### src/rtl/datagram_frame_scheduler.sv
// datagram_frame_scheduler: arbitrates live/demo datagrams and commits them on frame boundaries
module datagram_frame_scheduler #(
  parameter int MESSAGE_SIZE   = 64,
  parameter int TIMEOUT_FRAMES = 120
) (
  input  logic                    clk,
  input  logic                    rst,
  input  logic [MESSAGE_SIZE-1:0] live_data,
  input  logic                    live_valid,
  output logic                    live_ready,
  input  logic [MESSAGE_SIZE-1:0] demo_data,
  input  logic                    demo_valid,
  output logic                    demo_ready,
  input  logic                    frame_start,
  output logic [MESSAGE_SIZE-1:0] datagram,
  output logic                    commit,
  output logic                    mode,
  output logic [7:0]              stale_frames
);
  localparam logic LIVE = 1'b0;
  localparam logic DEMO = 1'b1;
  localparam logic [7:0] limit = 8'(TIMEOUT_FRAMES);
  logic [MESSAGE_SIZE-1:0] pending;
  logic                    pending_valid;
  logic                    live_acc;
  logic                    demo_acc;
  logic                    bump;
  assign live_ready = rst;
  assign demo_ready = rst && (mode == DEMO) && !live_valid;
  // handshake decode and saturating frame-count enable
  always_comb begin
    live_acc = live_valid && live_ready;
    demo_acc = demo_valid && demo_ready;
    bump     = frame_start && (stale_frames != limit);
  end
  // pending buffer, frame-aligned commit, silence counter and mode FSM
  always_ff @(posedge clk) begin
    if (!rst) begin
      datagram      <= '0;
      commit        <= 1'b0;
      mode          <= LIVE;
      stale_frames  <= '0;
      pending       <= '0;
      pending_valid <= 1'b0;
    end else begin
      commit <= frame_start && pending_valid;
      if (frame_start && pending_valid) datagram <= pending;
      if (live_acc || demo_acc) begin
        pending       <= live_acc ? live_data : demo_data;
        pending_valid <= 1'b1;
      end else if (frame_start) begin
        pending_valid <= 1'b0;
      end
      stale_frames <= live_acc ? 8'd0 : bump ? stale_frames + 8'd1 : stale_frames;
      mode         <= live_acc ? LIVE : (bump && stale_frames + 8'd1 == limit) ? DEMO : mode;
    end
  end
endmodule

### config.mk
export PLATFORM = sky130hd
export DESIGN_NAME = datagram_frame_scheduler
export DESIGN_NICKNAME = d
export VERILOG_FILES = /design/src/rtl/datagram_frame_scheduler.sv
export SDC_FILE = /design/constraint.sdc
export NUM_CORES = 1
export LEC_CHECK = 0
export CORE_UTILIZATION = 45
export DETAILED_ROUTE_END_ITERATION = 16
export PLACE_DENSITY = 0.88
export SLEW_MARGIN = 20
export SYNTH_ARGS = -nofsm -noshare
export SYNTH_HDL_FRONTEND = slang
export SYNTH_SLANG_ARGS = --single-unit
### constraint.sdc
create_clock -name clk -period 1.7 [get_ports clk]
set_input_delay 0.34 -clock clk [delete_from_list [all_inputs] [get_ports clk]]
set_output_delay 0.34 -clock clk [all_outputs]
set_load 0.005 [all_outputs]
# Word-level counts from Yosys, hierarchy flattened
# Index checks and enable logic that the tools add are counted.
[totals]
reg_bits = 139
word_cells = 24
out_inout_bits = 76
[op_classes]
add_sub_neg = 1
mux = 3
n_bitwise = 1
n_eq_ne = 2
reduce_logical = 11
[ops]
columns = ["cell", "n"]
rows = [
  ["64-bit two-way mux", 1],
  ["8-bit by 1-bit adder with 8-bit output, second input constant", 1],
  ["8-bit by 7-bit == test with 1-bit output, second input constant", 1],
  ["8-bit by 7-bit != test with 1-bit output, second input constant", 1],
  ["1-bit logical AND", 7],
  ["1-bit two-way mux", 2],
  ["2-bit nonzero test", 1],
  ["2-bit OR reduction", 1],
  ["1-bit zero test", 1],
  ["1-bit logical OR", 1],
  ["1-bit NOT", 1],
]

# Logic depth before layout (Yosys ltp)
# Gate-level depths: netlist of the first run.
[depth]
depth_word = 5
ltp_mapped = 6
ltp_nobuf = 6

# Worst setup path after synthesis of the first run
# Ideal clock, no wire load.
[synth_path]
kind = "register -> register"
from = "reg stale_frames[1]"
to = "reg mode"
slack_ps = 327
period_less_slack_ps = 1373
arrival_time_ps = 1250
path_buffers = 0
stages_incl_launch_ff = 6
setup_ps = 123
required_time_ps = 1577
cell_sequence = "dfxtp_1 -> ha_1 -> a21oi_1 -> o31a_1 -> a211oi_1 -> a21oi_1"
[synth_via]
elab_chain_len = 3
elab_cells_between_ends = 5
[synth_rtl]
columns = ["item", "line_no", "source"]
rows = [
  ["start: declaration", "18", "output logic [7:0] stale_frames"],
  ["start signal: assignment", "54", "stale_frames <= live_acc ? 8'd0 : bump ? stale_frames + 8'd1 : stale_frames;"],
  ["8-bit by 1-bit adder with 8-bit output or 8-bit by 7-bit != test with 1-bit output (tied branches)", "55, 34", ""],
  ["8-bit by 7-bit == test with 1-bit output or 1-bit logical AND (tied branches)", "55, 34", ""],
  ["1-bit logical AND *", "55", "mode <= live_acc ? LIVE : (bump && stale_frames + 8'd1 == limit) ? DEMO : mode;"],
  ["end signal: assignment", "55", ""],
  ["end: declaration", "17", "output logic mode,"],
]
# Mark *: on every way between the ends. The rest lies on a longest branch, timed or not.
# A chain may end at the register's enable or synchronous reset.

# Worst setup path after layout of the first run
[layout_path]
from = "reg stale_frames[4]"
to = "out stale_frames[4]"
# No word-level cell between the ends.

==> results of run 1 <==
-- layout make-up --
class | count | area (µm²)
Inverter | 6 | 22.5
Clock buffer | 23 | 488
Tap cell | 172 | 215
Timing Repair Buffer | 230 | 2350
Multi-Input combinational cell | 438 | 2870
Sequential cell | 139 | 2810
Fill cell | 1005 | 3840
Clock inverter | 7 | 114
-- logic make-up (layout without fill, tap and decap cells) --
logic type      Yosys count  count (layout)
mux                      66              66
buf+inv                  58             266
simple gates            223             223
flops                   139             139
compound gates          144             144
xor+xnor                  3               3
fa+ha+maj                 2               2
-- per-stage QoR --
stage	power (W)	instance area, µm²	util	TNS [ps]	instances
final	0.00809	8880	0.698	0	1015
after global routing	0.00845	8880	0.698	0	1015
after CTS	0.00818	8840	0.695	0	1012
after detailed placement	0.00445	8210	0.645	-2910	982
after global placement	0.00443	8210	0.645	-452	982
after floorplan	0.00394	5900	-	0	635
-- cells in the final DEF, fill, tap and decap left out, drive strengths merged, types with 2 or more instances in the layout --
| cell type | n |
|---|---|
| bufinv | 3 |
| a21boi | 65 |
| nor2 | 5 |
| xor2 | 2 |
| inv | 6 |
| ha | 2 |
| o21ai | 4 |
| clkinv | 4 |
| nand4 | 4 |
| clkbuf | 23 |
| o21bai | 2 |
| nand3 | 3 |
| or3 | 4 |
| or2b | 2 |
| dfxtp | 139 |
| buf | 24 |
| nand2b | 2 |
| nand2 | 197 |
| dlymetal6s2s | 4 |
| mux2i | 66 |
| clkdlybuf4s50 | 200 |
| o211a | 64 |
| a21oi | 6 |
-- tightest hold or removal path, stage by stage --
cell      delay [ps]
buf_4            110
nand2b_1          80
or2_4            120
a21oi_1           50
-- layer usage --
| metal | track usage | up-vias | part of all wire |
|---|---|---|---|
| met1 | 0.249 | 2389 | 0.42 |
| met5 | 0 | - | 0 |
| met3 | 0.0727 | 11 | 0.068 |
| met2 | 0.388 | 160 | 0.50 |
| li1 | - | 2570 | - |
| met4 | 0.0819 | 0 | 0.0096 |
-- Yosys cell counts (2+ instances only) --
cell type	instances
nand2_1	197
buf_2	28
nand4_1	3
nand3_1	3
buf_4	2
dfxtp_1	139
clkbuf_1	21
inv_1	6
o21ai_0	4
or3_1	3
nor2_1	5
xor2_1	2
nand2b_1	2
a21oi_1	6
a21boi_0	65
o21bai_1	2
mux2i_1	66
ha_1	2
o211a_1	64
-- what timing repair did --
item | CTS | global route
buffers inserted | 0 | 3
resized for setup | 20 | 7
setup endpoints to repair | 9 | 8
-- sequential cells by signal, indices dropped and copies added, names as in the netlist --
name,flops
commit,1
datagram,64
mode,1
pending,64
pending_valid,1
stale_frames,8
-- worst max-delay path by stage --
stage,end,slack [ps],cells after the start,start
final,stale_frames[4],60,1,stale_frames[4]
after global routing,stale_frames[0],2,1,stale_frames[0]
after CTS,demo_ready,6,4,mode
after detailed placement,demo_ready,-80,5,live_valid
after global placement,demo_ready,-70,5,live_valid
after floorplan,mode,330,5,stale_frames[1]
-- where the power goes --
part           internal (W)  total (W)  switching (W)
clock network       0.00244    0.00372        0.00128
registers           0.00339    0.00346      0.0000745
logic              0.000559   0.000908       0.000348
total               0.00639    0.00809        0.00170
==> impl_metrics.ini, run 1 <==
[outcome]
status = finished, final reports clean

[logic_synthesis]
syn_area_um2 = 5900
synth.area.top_cells = dfxtp_1 47%, nand2_1 13%, mux2i_1 11%
synth-compound-area-share = 0.210
syn_inst = 635
yosys.area.top_type = dfxtp_1
synth_top_area_frac = 0.471
yosys.area_share.adder = 0.00424
synth_simple_gate_area_frac = 0.154
synth_flop_cell = dfxtp_1
yosysWarnings = 0
ys_types = 34
synth_xor_area_frac = 0.00445
synth.area.mux_share = 0.112
ys_seq_elements = 139
syn_nets = 770
synth_edf_count = 0
synth.avg_cell_area_um2 = 9.30
ys_seq_area_frac = 0.471
synth_top_family_by_area = compound AO/OA/AOI/OAI gates
synth_async_sr_flop_share = 0

[sta]
setup_viol = 0
rsz0062_at_grt = false
period_minus_slack_ps = 1640
finalCritPeriodShare = 0.966
timing.hold.ws_ps = 330
fmax_ghz = 0.609
relSlewSlack = 0.688
tightest_slew_ps = 468
layout_setup_ws_ps = 57.2
hold_viol = 0
finClkSkew_ps = 8.76
slew_violations = 0

[power_and_ir_drop]
p_per_area_nw_per_um2 = 911
ir_worst_vdd_uv = 533
p_leak_nw = 4.04

[place]
dp_slack_ps = -84.2
gp_congestion = 0.792
port_buffers = 208
dp_hpwl_mm = 9.88

[drt]
drtPass1Iterations = 4
detail_route.vias_per_cell = 5.05
drt_iter0_markers = 373
vias = 5130
wl_mm = 14.5
drc = 0
wl_per_cell_um = 14.3
antenna_left = 0

[clock_network]
cts_tree = yes
worstSkewPairLatency_ps = 410
clk_path_buf_depth = 2
cts-root-buf = clkbuf_16
numCtsBuffers = 17
clkTransAtPathRegs_ps = 50
htreeDepth = 4
clock-sinks = 139
hold_buffers = 0

[setup_path]
cp_data_arrival_time_ps = 1300
cp_num_buf_inv = 1
critPathCaptureType = output port
cp_slowest_stage_delay_ps = 510
start_kind = register
path_class = register to output port
critPathTopFamily = buffers and inverters
critPathRequiredTime_ps = 1360
timing.rr.start = stale_frames[0]
crit_chain = clkdlybuf4s50_1
crit_fanout = 7
slowest_stage = clkdlybuf4s50_1
r2r-end = stale_frames[2]
r2r_cells = 6
r2r_slack_ps = 260

[floorplanning]
start_util = 0.464
die_area_um2 = 13600
die_width_um = 117
rows = 41
pin_count = 209
die_h_um = 117
core_um2 = 12700

[final_layout]
layout-drive-gt1-share = 0.0842
area_growth_pct = 50.4
diodes = 0
finalNetCount = 967

[global_routing]
antenna_found_initial = 0
gr-usage-all-layers = 0.221
grt_pass1_wl_mm = 23.0
overflow = 0
grt_pass1_vias = 4812
grt_max_degree = 131

[min_path]
min_to = mode
whs_path_depth = 4
worstHoldPathType = input pin to register
hold_path.startpoint = rst

[job]
drv_cap = 0
No activity file was read; power rests on OpenSTA's default activity.
==> inputs of run 2 (changes only) <==
--- a/config.mk
+++ b/config.mk
@@ -7,8 +7,7 @@
 export LEC_CHECK = 0
 export CORE_UTILIZATION = 45
 export DETAILED_ROUTE_END_ITERATION = 16
-export PLACE_DENSITY = 0.88
-export SLEW_MARGIN = 20
+export PLACE_DENSITY = 0.87
 export SYNTH_ARGS = -nofsm -noshare
 export SYNTH_HDL_FRONTEND = slang
 export SYNTH_SLANG_ARGS = --single-unit
==> impl_metrics.ini, run 2 (synthesized netlist as in run 1, its figures left out) <==
[setup_path]
timing.rr.start = stale_frames[0]
cp.depth = 1
cp_num_buf_inv = 1
cp_slowest_stage_delay_ps = 530
cp_data_arrival_time_ps = 1320
crit_chain = clkdlybuf4s50_1
path_class = register to output port
critPathCaptureType = output port
critPathTopFamily = buffers and inverters
r2r-end = stale_frames[1]
crit_end = stale_frames[6]
critPathRequiredTime_ps = 1360
r2r_slack_ps = 240
start_kind = register
slowest_stage = clkdlybuf4s50_1
crit_start = stale_frames[6]
r2r_cells = 6
crit_fanout = 6

[clock_network]
hold_buffers = 0
cts-root-buf = clkbuf_16
cts_tree = yes
htreeDepth = 4
clock-sinks = 139
numCtsBuffers = 17
worstSkewPairLatency_ps = 410
clk_path_buf_depth = 2
clkTransAtPathRegs_ps = 50

[floorplanning]
die_h_um = 117
core_um2 = 12700
pin_count = 209
die_width_um = 117
start_util = 0.464
die_area_um2 = 13600
rows = 41

[drt]
drtPass1Iterations = 4
drt_iter0_markers = 251
drc = 0
wl_per_cell_um = 14.8
detail_route.vias_per_cell = 5.13
antenna_left = 0
vias = 5212
wl_mm = 15.0

[sta]
relSlewSlack = 0.638
finalCritPeriodShare = 0.977
hold_viol = 0
timing.hold.ws_ps = 333
period_minus_slack_ps = 1660
finClkSkew_ps = 5.63
tightest_slew_ps = 543
fmax_ghz = 0.602
setup_viol = 0
slew_violations = 0

[power_and_ir_drop]
power_w = 0.00816
power_frac_comb = 0.111
p_per_area_nw_per_um2 = 921
ir_worst_vdd_uv = 530
switchingPower_w = 0.00171
clockPowerShare = 0.465
sw_frac_of_total = 0.210
p_leak_nw = 3.98
power_frac_seq = 0.425
power.internal_w = 0.00645

[final_layout]
final_cell_mix = 203 x clkdlybuf4s50_1, 196 x nand2_1, 130 x dfxtp_1
reg_top3 = datagram: 64 flops, pending: 64 flops, stale_frames: 8 flops
finalNetCount = 967
layout_commonest_cell = clkdlybuf4s50_1
diodes = 0
layout-drive-gt1-share = 0.0830
area_growth_pct = 49.9

[global_routing]
grt_pass1_vias = 5142
gr-usage-all-layers = 0.222
antenna_found_initial = 0
grt_max_degree = 131
overflow = 0
grt_pass1_wl_mm = 23.3

[place]
gp_congestion = 0.792
port_buffers = 208
dp_hpwl_mm = 10.6

[job]
drv_cap = 0

[min_path]
worstHoldPathType = input pin to register

[outcome]
status = finished, final reports clean
[run 2: cell types whose count changed in the layout (fill, tap and decap cells not counted), moves of 2 or more]
| cell | before | now |
|---|---|---|
| buf_12 | 8 | 6 |
| buf_4 | 16 | 18 |
| clkdlybuf4s50_1 | 200 | 203 |
| dlymetal6s2s_1 | 4 | 2 |
| clkbuf_8 | 4 | 2 |
[run 2: through the flow]
step | cell area [µm²] | setup slack (ps) | std cells | TNS [ps] | util
after floorplan | 5900 | 327 | 635 | 0 | -
after global placement | 8190 | -81.9 | 983 | -1380 | 0.644
after global routing | 8850 | -1.08 | 1015 | -1.08 | 0.696
after detailed placement | 8190 | -112 | 983 | -6720 | 0.644
final | 8850 | 38.5 | 1015 | 0 | 0.696
after CTS | 8830 | 3.26 | 1013 | 0 | 0.694
[run 2: worst min path at each step]
stage / slack (ps) / from / cells after the start / end
after floorplan: 440 / pending[0] / 2 / datagram[0]
after detailed placement: 460 / pending[31] / 2 / datagram[31]
after CTS: 320 / live_valid / 4 / mode
final: 330 / live_valid / 4 / mode
after global routing: 340 / live_valid / 4 / mode
after global placement: 450 / pending[29] / 2 / datagram[29]
[run 2: area by class of cell]
type,count,area [µm²]
Clock buffer,22,464
Clock inverter,8,143
Fill cell,958,3870
Inverter,6,22.5
Multi-Input combinational cell,438,2870
Sequential cell,139,2810
Tap cell,172,215
Timing Repair Buffer,230,2320
[run 2: repair_timing]
action,in CTS,in global routing
gates resized for setup,19,4
setup endpoints to repair,9,5
setup buffers,0,2
[run 2: routing by layer]
metal,track usage,wire length (µm),up-vias
li1,-,-,2567
met1,0.244,6100,2426
met2,0.395,7540,186
met3,0.0555,916,33
met4,0.111,419,0
met5,0,0,-
[run 2: power groups by stage]
stage | clock network (W) | logic (W) | registers [W]
floorplan | 0 | 0.000420 | 0.00352
global placement | 0 | 0.000881 | 0.00353
detailed placement | 0 | 0.000909 | 0.00354
CTS | 0.00386 | 0.000915 | 0.00346
global route | 0.00400 | 0.000977 | 0.00348
finish | 0.00379 | 0.000904 | 0.00346
